`src/rtl/rmatrix_sequencer.sv`:
```
// Rotation-matrix datapath sequencer: arbitrates ctrl/cal angle requests,
// clamps the angles, starts the shared Rmatrix datapath, captures its result
// and presents it downstream with a source tag. A watchdog aborts a request
// that never receives a datapath answer.
module rmatrix_sequencer #(
  parameter logic signed [12:0] MAX_ANGLE = 13'sd256,
  parameter int unsigned        TIMEOUT   = 64,
  parameter int unsigned        TW        = 7
) (
  input  logic          clock,
  input  logic          reset,
  input  logic          ctrl_valid,
  input  logic [12:0]   ctrl_rx,
  input  logic [12:0]   ctrl_ry,
  output logic          ctrl_ready,
  input  logic          cal_valid,
  input  logic [12:0]   cal_rx,
  input  logic [12:0]   cal_ry,
  output logic          cal_ready,
  output logic          rm_valid_in,
  output logic [12:0]   rm_rx,
  output logic [12:0]   rm_ry,
  input  logic          rm_valid_out,
  input  logic [143:0]  rm_r,
  output logic [143:0]  m_r,
  output logic          m_valid,
  output logic          m_src,
  output logic          err_timeout
);

  typedef enum logic [1:0] {IDLE, ISSUE, WAIT, DONE} state_t;

  state_t        state;
  state_t        state_nx;
  logic          last_grant;
  logic          pend_src;
  logic          grant_cal;
  logic [TW-1:0] wd_cnt;
  logic          wd_expired;

  assign wd_expired = (wd_cnt == TW'(TIMEOUT - 1));

  // Saturate a signed 3.10 angle to +/-MAX_ANGLE.
  function automatic logic [12:0] clamp(input logic [12:0] v);
    logic signed [12:0] s;
    s = $signed(v);
    if (s > MAX_ANGLE)
      return $unsigned(MAX_ANGLE);
    else if (s < -MAX_ANGLE)
      return $unsigned(-MAX_ANGLE);
    else
      return v;
  endfunction

  // State register.
  always_ff @(posedge clock) begin
    if (!reset)
      state <= IDLE;
    else
      state <= state_nx;
  end

  // Next state, round-robin grant and per-state strobes.
  always_comb begin
    state_nx    = state;
    grant_cal   = 1'b0;
    ctrl_ready  = 1'b0;
    cal_ready   = 1'b0;
    rm_valid_in = 1'b0;
    m_valid     = 1'b0;
    case (state)
      IDLE: begin
        if (ctrl_valid && cal_valid)
          grant_cal = ~last_grant;
        else
          grant_cal = cal_valid;
        ctrl_ready = ctrl_valid && !grant_cal;
        cal_ready  = cal_valid && grant_cal;
        if (ctrl_ready || cal_ready)
          state_nx = ISSUE;
      end
      ISSUE: begin
        rm_valid_in = 1'b1;
        state_nx    = WAIT;
      end
      WAIT: begin
        // A result on the last watchdog cycle still wins over the abort.
        if (rm_valid_out)
          state_nx = DONE;
        else if (wd_expired)
          state_nx = IDLE;
      end
      DONE: begin
        m_valid  = 1'b1;
        state_nx = IDLE;
      end
      default: state_nx = IDLE;
    endcase
  end

  // Angle latch, grant history, watchdog, result capture and abort pulse.
  always_ff @(posedge clock) begin
    if (!reset) begin
      rm_rx       <= '0;
      rm_ry       <= '0;
      m_r         <= '0;
      m_src       <= 1'b0;
      last_grant  <= 1'b1;
      pend_src    <= 1'b0;
      wd_cnt      <= '0;
      err_timeout <= 1'b0;
    end else begin
      err_timeout <= 1'b0;
      case (state)
        IDLE: begin
          if (ctrl_ready || cal_ready) begin
            rm_rx      <= clamp(grant_cal ? cal_rx : ctrl_rx);
            rm_ry      <= clamp(grant_cal ? cal_ry : ctrl_ry);
            last_grant <= grant_cal;
            pend_src   <= grant_cal;
          end
        end
        ISSUE: wd_cnt <= '0;
        WAIT: begin
          if (rm_valid_out) begin
            m_r   <= rm_r;
            m_src <= pend_src;
          end else if (wd_expired) begin
            err_timeout <= 1'b1;
          end else begin
            wd_cnt <= wd_cnt + TW'(1);
          end
        end
        default: ;
      endcase
    end
  end

endmodule

```
`config.mk`:
```
export PLATFORM = sky130hd
export DESIGN_NAME = rmatrix_sequencer
export DESIGN_NICKNAME = d
export VERILOG_FILES = /design/src/rtl/rmatrix_sequencer.sv
export SDC_FILE = /design/constraint.sdc
export NUM_CORES = 1
export LEC_CHECK = 0
export BUFFER_PORTS_ARGS = -buffer_cell sky130_fd_sc_hd__buf_2
export CAP_MARGIN = 5
export CORE_AREA = 2 2 145 147
export DETAILED_ROUTE_END_ITERATION = 6
export DIE_AREA = 0 0 147 149
export GPL_ROUTABILITY_DRIVEN = 1
export PLACE_DENSITY_LB_ADDON = 0.05
export SYNTH_ARGS = -nofsm -noshare
export SYNTH_HDL_FRONTEND = slang
export SYNTH_SLANG_ARGS = --single-unit
```
`constraint.sdc`:
```
create_clock -name clock -period 1.95 [get_ports clock]
set_input_delay 0.39 -clock clock [delete_from_list [all_inputs] [get_ports clock]]
set_output_delay 0.39 -clock clock [all_outputs]
set_load 0.02 [all_outputs]
```
**Word-level counts from Yosys, hierarchy flattened**

Cells that the tools add are included.

- Magnitude comparators: 4
- Reductions and logical operators: 13
- Muxes and demuxes: 21
- Add/sub/neg operators: 1
- Eq/ne operators: 8
- Bitwise logic cells: 3

Operators with widths:

| operator | count |
|---|---|
| $mux W13 | 6 |
| $gt A13 B10 Y1 const B | 2 |
| $lt A13 B9 Y1 const B | 2 |
| $mux W7 | 2 |
| $pmux W7 S2 | 1 |
| $mux W1 | 8 |
| $pmux W2 S4 | 1 |
| $add A7 B1 Y7 const B | 1 |
| $eq A7 B6 Y1 const B | 1 |
| $mux W2 | 3 |
| $ne A2 B2 Y1 const B | 3 |
| $reduce_and A2 Y1 | 3 |
| $eq A2 B2 Y1 const B | 2 |
| $logic_and A1 B1 Y1 | 3 |
| $ne A3 B3 Y1 const B | 1 |
| $not A1 Y1 | 3 |
| $reduce_and A3 Y1 | 1 |
| $reduce_or A3 Y1 | 1 |
| $eq A2 B1 Y1 const B | 1 |
| $logic_not A2 Y1 | 1 |
| $logic_or A1 B1 Y1 | 2 |
| $reduce_bool A2 Y1 | 1 |
| $logic_not A1 Y1 | 1 |

- Register bits after elaboration: 183
- Word-level logic and storage cells: 59

**Depth between registers and ports, before layout**

Gate-level depths: netlist (run 1).

- Depth in word-level cells: 8
- Depth in mapped cells: 7

**Worst setup path before layout (run 1)**

OpenSTA, ideal clock, no wires.

- Kind: input to register
- From: in ctrl_valid
- To: reg rm_rx[2]
- Buffers on the path: 2
- Cell stages on the path: 7
- Data arrival time: 1603 ps
- Path slack: 225 ps
- Required time: 1828 ps
- Library setup time: 122 ps
- Cells stage by stage: a211oi_4 nand2_2 buf_6 buf_12 mux2_4 a32oi_1 o21ai_1

- Longest elaborated chain between the ends: 8
- Elaborated cells between the ends (all ways): 16
- Those cells by class: order compare (2); mux (8); reduce/logical (6)

RTL lines:

| item | line | source |
|---|---|---|
| from (decl) | 12 | `input logic ctrl_valid,` |
| $logic_and A1 B1 Y1 | 73 | `if (ctrl_valid && cal_valid)` |
| $mux W1 | 73 |  |
| $mux W1 | 71 | `case (state)` |
| $mux W1 or $logic_not A1 Y1 (tied branches) | 71, 77 |  |
| $mux W13 or $logic_and A1 B1 Y1 (tied branches) | 117, 77 |  |
| $lt A13 B9 Y1 or $mux W1 (tied branches) | 49, 71 |  |
| $mux W13 or $logic_or A1 B1 Y1 (tied branches) | 49, 116 |  |
| $mux W13 or $reduce_and A2 Y1 (tied branches) | n/a |  |
| to (signal assigned) | 117 | `rm_rx <= clamp(grant_cal ? cal_rx : ctrl_rx);` |
| to (decl) | 21 | `output logic [12:0] rm_rx,` |

Several ways; a longest one is shown, not always the timed one. The select of a mux whose other input is x is not followed.
A chain may end at the register's enable or synchronous reset.

**Worst setup path in the final report (run 1)**

- From: reg state[1]
- To: out cal_ready

- Longest elaborated chain between the ends: 2

RTL lines:

| item | line | source |
|---|---|---|
| from (decl) | 33 | `state_t state;` |
| from (signal assigned) | 60 | `state <= state_nx;` |
| $logic_not A2 Y1 | 71 |  |
| $mux W1 | 71 |  |
| to (decl) | 19 | `output logic cal_ready,` |

Every way passes these cells.

==> results of run 1 <==
[cell usage after synthesis, drive strengths merged (3+ instances only)]
master / number / area (sq um)
a21oi: 152 / 761
a32oi: 16 / 140
and4b: 3 / 30.0
buf: 11 / 80.1
clkbuf: 45 / 169
dfxtp: 183 / 3660
inv: 6 / 22.5
mux2: 18 / 236
mux2i: 4 / 40.0
nand2: 297 / 1120
nand3: 21 / 105
nand4: 6 / 37.5
nor2: 12 / 45.0
nor3: 4 / 20.0
nor4: 4 / 25.0
o21a: 11 / 82.6
o21ai: 19 / 95.1
or4: 4 / 30.0
xnor2: 4 / 35.0
[stage by stage]
| stage | hold WS (ns) | utilization, % | total power (W) | TNS (ns) |
|---|---|---|---|---|
| 2_1_floorplan | 0.432 | - | 0.00487 | 0 |
| 3_3_place_gp | 0.439 | 44.7 | 0.00547 | -0.238 |
| 6_report | 0.194 | 47.8 | 0.00878 | 0 |
| 3_5_place_dp | 0.443 | 44.7 | 0.00547 | -0.726 |
| 5_1_grt | 0.173 | 47.8 | 0.00919 | -0.0296 |
| 4_1_cts | 0.169 | 47.5 | 0.00889 | -0.00481 |
[area by class of cell]
type                       count  area (sq um)  share of cell area (%)
clock buffer                  19           443                    4.51
inverter                       6          27.5                   0.280
antenna                        1          2.50                  0.0255
clock inverter                13           135                    1.38
timing repair buffer         398          2150                    21.9
multi-input combinational    596          3050                    31.0
sequential                   183          3670                    37.4
tap                          275           344                    3.50
[worst max-delay path, delay by kind of cell (launching register included)]
kind | cells | cell delay, ns
AND/OR/NAND/NOR | 1 | 0.11
AO/OA/AOI/OAI | 1 | 0.28
buffers and inverters | 2 | 0.32
flip-flops | 1 | 0.36
[repair_timing]
item	4_1_cts	5_1_grt
setup buffers	0	4
hold endpoints to repair	0	0
gates cloned	0	0
pin swaps	0	2
setup endpoints to repair	2	19
gates resized for setup	4	6
[final timing paths]
check,endpoint
setup / recovery,cal_ready
setup reg to reg,rm_ry[2]$_SDFFE_PN0P_
hold / removal,m_r[20]$_SDFFE_PN0P_
hold reg to reg,m_r[85]$_SDFFE_PN0P_
[metal layers]
metal	GRT usage (%)	vias up
li1	-	3562
met1	23.8	3128
met2	31.9	244
met3	5.90	31
met4	6.97	0
met5	0	-
[cell families (layout without fill, tap and decap cells)]
family                     Yosys count  in the layout  synth area share (%)
and+or+nand+nor                    357            357                  20.9
AOI/OAI and AO/OA                  212            212                  18.0
DFF                                183            183                  52.6
buffers and inverters               62            436                  3.90
muxes                               22             22                  3.97
xor gates and xnor gates             4              4                 0.503
adders and majority gates            1              1                 0.180
other                                0              1                     0
[placed cells by master, fill, tap and decap left out, types with 2 or more instances in the layout]
| master | netlist | layout |
|---|---|---|
| buf_2 | 6 | 374 |
| nand2_1 | 296 | 296 |
| dfxtp_1 | 183 | 181 |
| a21oi_1 | 152 | 152 |
| nand3_1 | 21 | 21 |
| clkbuf_16 | 0 | 17 |
| a32oi_1 | 16 | 16 |
| o21ai_1 | 16 | 16 |
| buf_4 | 2 | 14 |
| nor2_1 | 12 | 11 |
| o21a_1 | 11 | 11 |
| mux2_4 | 9 | 9 |
| mux2_2 | 9 | 9 |
| buf_12 | 1 | 8 |
| nand4_1 | 6 | 6 |
| inv_1 | 4 | 4 |
| xnor2_1 | 4 | 4 |
| nor3_1 | 4 | 4 |
| mux2i_1 | 4 | 4 |
| or4_1 | 4 | 4 |
| nor4_1 | 4 | 4 |
| inv_6 | 0 | 4 |
| o21ai_0 | 3 | 3 |
| and4b_1 | 3 | 3 |
| inv_8 | 0 | 3 |
| clkinv_4 | 0 | 3 |
| inv_4 | 0 | 2 |
| a31oi_1 | 2 | 2 |
| o41ai_4 | 2 | 2 |
| o2111a_2 | 2 | 2 |
| clkinv_8 | 0 | 2 |
| clkbuf_4 | 0 | 2 |
[flip-flops by register name, indices dropped and copies added, names as in the netlist]
signal / flops
err_timeout: 1
m_r: 144
pend_src: 1
m_src: 1
rm_rx: 13
wd_cnt: 7
rm_ry: 13
state: 2
last_grant: 1
[where the power goes]
part	switching [W]	internal, W	total (W)
Sequential	0.0000945	0.00391	0.00401
Combinational	0.000832	0.000562	0.00139
Clock	0.00164	0.00174	0.00338
==> results.ini, run 1 <==
[cts]
tritoncts = yes
root_buffer = clkbuf_16
cts_buffer_depth = 2
clk_pin_slew_ns = 0.07
clk_latency_ns = 0.42
cts_buffers = 17
ctsHoldBuffers = 0
clock_sinks = 183
cts_htree_levels = 4

[timing]
setup_violations = 0
fin_skew_ns = 0.0117
rsz0062_at_grt = true
finalMaxSlewViolations = 0
fin_crit_sh_pct = 95.9
finalCriticalPeriod_ns = 1.87
setup_ws_ns = 0.0799
hold_viol = 0
max_clock_freq_ghz = 0.535
max-slew-margin-rel_pct = 48.8
worst_slew_pin_slew_ns = 0.768

[setup_path]
cp_cell_sequence = a211oi_4, nand2_4, inv_4, clkbuf_4
max_stage_delay_ns = 0.36
r2r-start = state[1]$_SDFFE_PN0P_
required_ns = 1.56
critical_path_class = reg2out
r2r_slack_ns = 0.10
cpMaxStageDelayCell = dfxtp_2
crit_fanout = 8
startpoint = state[1]$_SDFFE_PN0P_
start_kind = flip-flop
rr_worst_depth = 7
critPathArrivalTime_ns = 1.48
worst_setup_path_end_kind = primary output

[detailed_routing]
first_pass_iters = 4
top_layer_used = met4
drc = 0
wl_per_cell_microns = 15.0
dr.first_iter.drc_count = 286
drtAntennaViolNets = 0
via_per_inst = 4.67
wl_met1_mm = 9.36
vias = 6965
routed-wl-met2_mm = 10.7
drt_wl_total_mm = 22.3
wl_met3_mm = 1.73

[placed_design]
postPlaceCellArea_sq_um = 9180
dp_slack_ns = -0.0678
dp_cells = 1454
numPortBuffers = 376
hpwlAfterDp_mm = 15.9
finalWeightedCongestion = 0.787

[synth]
post_synth.cell_area_avg_sq_um = 8.28
synth.distinct_cells = 44
synth_enable_flop_cells = 0
ys_ff_latch = 183
syn-instance-count = 841
synth-main-ff-cell = dfxtp_1
synthesis.area_sq_um = 6960
yosys_warnings = 0
async_flop_share_pct = 0
ys_seq_area_share_pct = 52.6
syn-num-nets = 1043

[floorplanning]
die_h_microns = 149
rows = 53
core_area_sq_um = 20600
die_area_sq_um = 21900
die_x_microns = 147
io_pins = 377
initial_core_util_pct = 33.9

[global_route]
grt.total_usage_pct = 19.2
overflow = 0
antenna_found_initial = 1
grt_pass1_wl_mm = 33.8
grt_max_degree = 153
first_global_vias = 6392

[finish]
final_nets = 1404
syn_to_final_growth_pct = 41.1
drive_above_1_share_pct = 38.1
layout.cells.non_filler = 1491
fill_cells = 2127
finalInstanceArea_sq_um = 9820

[worst_hold_path]
hold_path_depth = 3
hp-class = in2reg
hp-start = rm_r[20]

[power]
p_leak_nw = 4.40
vdd_ir_drop_max_mv = 0.532
powerDensity_nw_per_um2 = 894

[flow_run]
drv_cap = 0

[run_status]
status = completed

(Power assumes the default switching activity.)
==> inputs of run 2 (changes only) <==
CTS_BUF_LIST = sky130_fd_sc_hd__clkbuf_8   (was not set)
MAX_ROUTING_LAYER = met4   (was not set)
==> run 2 against run 1 <==
Effect of this change: maximum frequency rose by 1.2%; sequential power is essentially flat; die area did not move; routed wire length about the same; sequential cell count unchanged; power is 9.8% lower; critical path type unchanged; non-clock buffer count grew 1; via count barely moved; combinational power barely moved; largest power group unchanged; global-route usage up 0.48 points; core utilization decreased by 0.82 points; highest routed layer unchanged; final area shrank 1.7%.
==> results.ini, run 2 (synthesis gave the netlist of run 1 again) <==
[placed_design]
numPortBuffers = 376  ; unchanged
postPlaceCellArea_sq_um = 9180  ; unchanged
hpwlAfterDp_mm = 15.9  ; unchanged
dp_slack_ns = -0.0678  ; unchanged
finalWeightedCongestion = 0.798  ; was 0.787

[power]
pwr-share-seq_pct = 50.6  ; was 45.6%
p_leak_nw = 4.33  ; was 4.40 nW
powerDensity_nw_per_um2 = 821  ; was 894 nW/um^2
power.internal_w = 0.00547  ; was 0.00621 W
p_sw_share_pct = 31.1  ; was 29.3%
p_clk_share_pct = 31.7  ; was 38.5%
vdd_ir_drop_max_mv = 0.438  ; was 0.532 mV
switchingPower_w = 0.00246  ; was 0.00257 W
power_frac_comb_pct = 17.7  ; was 15.9%

[finish]
drive_above_1_share_pct = 38.3  ; was 38.1%
multi_input_comb_area_sq_um = 3050  ; about the same
syn_to_final_growth_pct = 38.6  ; was 41.1%
largest_reg_flops = 144  ; unchanged
seq_area_sq_um = 3670  ; about the same
reg_top3 = m_r x144, rm_rx x13, rm_ry x13  ; unchanged
finalInstanceArea_sq_um = 9650  ; was 9820 sq um
final_nets = 1405  ; was 1404
final_common_cell = buf_2  ; unchanged
final_util_pct = 47.0  ; was 47.8%
top_register = m_r  ; unchanged
final_cell_mix = buf_2 (374), nand2_1 (296), dfxtp_1 (180), a21oi_1 (152), nand3_1 (21)  ; was buf_2 (374), nand2_1 (296), dfxtp_1 (181), a21oi_1 (152), nand3_1 (21)
fill_cells = 2149  ; was 2127

[cts]
clk_pin_slew_ns = 0.11  ; was 0.07 ns
cts_buffer_depth = 2  ; unchanged
ctsHoldBuffers = 0  ; unchanged
cts_buffers = 17  ; unchanged
root_buffer = clkbuf_8  ; was clkbuf_16
clk_latency_ns = 0.45  ; was 0.42 ns
tritoncts = yes  ; unchanged
clock_sinks = 183  ; unchanged
cts_htree_levels = 4  ; unchanged

[setup_path]
crit_fanout = 8  ; unchanged
startpoint = state[1]$_SDFFE_PN0P_  ; unchanged
required_ns = 1.56  ; about the same
max_stage_delay_ns = 0.38  ; was 0.36 ns
r2r_slack_ns = 0.12  ; was 0.10 ns
cp_cell_sequence = a211oi_4, nand2_4, inv_8, clkbuf_4  ; was a211oi_4, nand2_4, inv_4, clkbuf_4
critical_path_class = reg2out  ; unchanged
critPathArrivalTime_ns = 1.46  ; was 1.48 ns
cpMaxStageDelayCell = dfxtp_4  ; was dfxtp_2
start_kind = flip-flop  ; unchanged
r2r-start = state[1]$_SDFFE_PN0P_  ; unchanged
worst_setup_path_end_kind = primary output  ; unchanged

[worst_hold_path]
hp-class = in2reg  ; unchanged
hp-start = rm_r[122]  ; was rm_r[20]

[global_route]
overflow = 0  ; unchanged
grt.total_usage_pct = 19.7  ; was 19.2%
first_global_vias = 6382  ; was 6392
grt_max_degree = 153  ; unchanged
grt_pass1_wl_mm = 33.7  ; was 33.8 mm
antenna_found_initial = 1  ; unchanged

[floorplanning]
io_pins = 377  ; unchanged
die_x_microns = 147  ; unchanged
initial_core_util_pct = 33.9  ; unchanged
rows = 53  ; unchanged
core_area_sq_um = 20600  ; unchanged
die_h_microns = 149  ; unchanged
die_area_sq_um = 21900  ; unchanged

[detailed_routing]
wl_per_cell_microns = 15.0  ; about the same
via_per_inst = 4.67  ; about the same
drc = 0  ; unchanged
drt_wl_total_mm = 22.3  ; about the same
dr.first_iter.drc_count = 278  ; was 286
drtAntennaViolNets = 0  ; unchanged
vias = 6961  ; was 6965
first_pass_iters = 6  ; was 4

[flow_run]
drv_cap = 0  ; unchanged

[timing]
fin_crit_sh_pct = 94.7  ; was 95.9%
fin_skew_ns = 0.0175  ; was 0.0117 ns
finalMaxSlewViolations = 0  ; unchanged
setup_ws_ns = 0.103  ; was 0.0799 ns
max_clock_freq_ghz = 0.541  ; was 0.535 GHz
rsz0062_at_grt = false  ; was true
max-slew-margin-rel_pct = 45.9  ; was 48.8%
worst_slew_pin_slew_ns = 0.811  ; was 0.768 ns
finalCriticalPeriod_ns = 1.85  ; was 1.87 ns
setup_violations = 0  ; unchanged
hold_viol = 0  ; unchanged
fin_tns_setup_ns = 0  ; unchanged

[run_status]
status = completed  ; unchanged

run 2: final cells by class:
| class | instances | share of cell area (%) |
|---|---|---|
| diodes | 1 | 0.0259 |
| clock buffers | 18 | 2.57 |
| clock inverters | 14 | 1.44 |
| inverters | 6 | 0.337 |
| multi-input cells | 596 | 31.6 |
| flip-flops and latches | 183 | 38.0 |
| well taps | 275 | 3.56 |
| repair buffers | 399 | 22.4 |
run 2: power groups by stage:
| stage | combinational (W) | clock (W) | sequential [W] |
|---|---|---|---|
| 2_1_floorplan | 0.000583 | 0 | 0.00429 |
| 3_3_place_gp | 0.00138 | 0 | 0.00409 |
| 3_5_place_dp | 0.00138 | 0 | 0.00409 |
| 4_1_cts | 0.00140 | 0.00263 | 0.00401 |
| 5_1_grt | 0.00153 | 0.00277 | 0.00403 |
| 6_report | 0.00140 | 0.00251 | 0.00401 |
run 2: final timing paths:
kind,end,cells past startpoint
setup / recovery,cal_ready,4
hold / removal,m_r[122]$_SDFFE_PN0P_,3
setup reg to reg,rm_ry[2]$_SDFFE_PN0P_,7
hold reg to reg,m_r[71]$_SDFFE_PN0P_,2
run 2: metrics by stage:
| step | hold slack, ns | power, W | cells |
|---|---|---|---|
| 6_report | 0.163 | 0.00793 | 1492 |
| 2_1_floorplan | 0.432 | 0.00487 | 841 |
| 5_1_grt | 0.116 | 0.00833 | 1492 |
| 4_1_cts | 0.115 | 0.00803 | 1487 |
| 3_5_place_dp | 0.443 | 0.00547 | 1454 |
| 3_3_place_gp | 0.439 | 0.00547 | 1454 |
run 2: metal layers:
layer  share of wire [%]  wire (microns)  track usage (%)
met1                  43            9590             24.3
met2                  48           10700             31.7
met3                 7.0            1560             5.20
met4                 2.0             452             6.54
met5                   0               0                -
run 2: worst max-delay path, delay by kind of cell (launching register included):
family	cells	cell delay, ns
flip-flops	1	0.38
AND/OR/NAND/NOR	1	0.11
AO/OA/AOI/OAI	1	0.26
buffers and inverters	2	0.26
run 2: repair_timing:
item	CTS	global route
endpoints found under the hold margin	0	0
resized for setup	6	11
pin swaps	1	3
setup endpoints to repair	3	21
buffers inserted	1	4
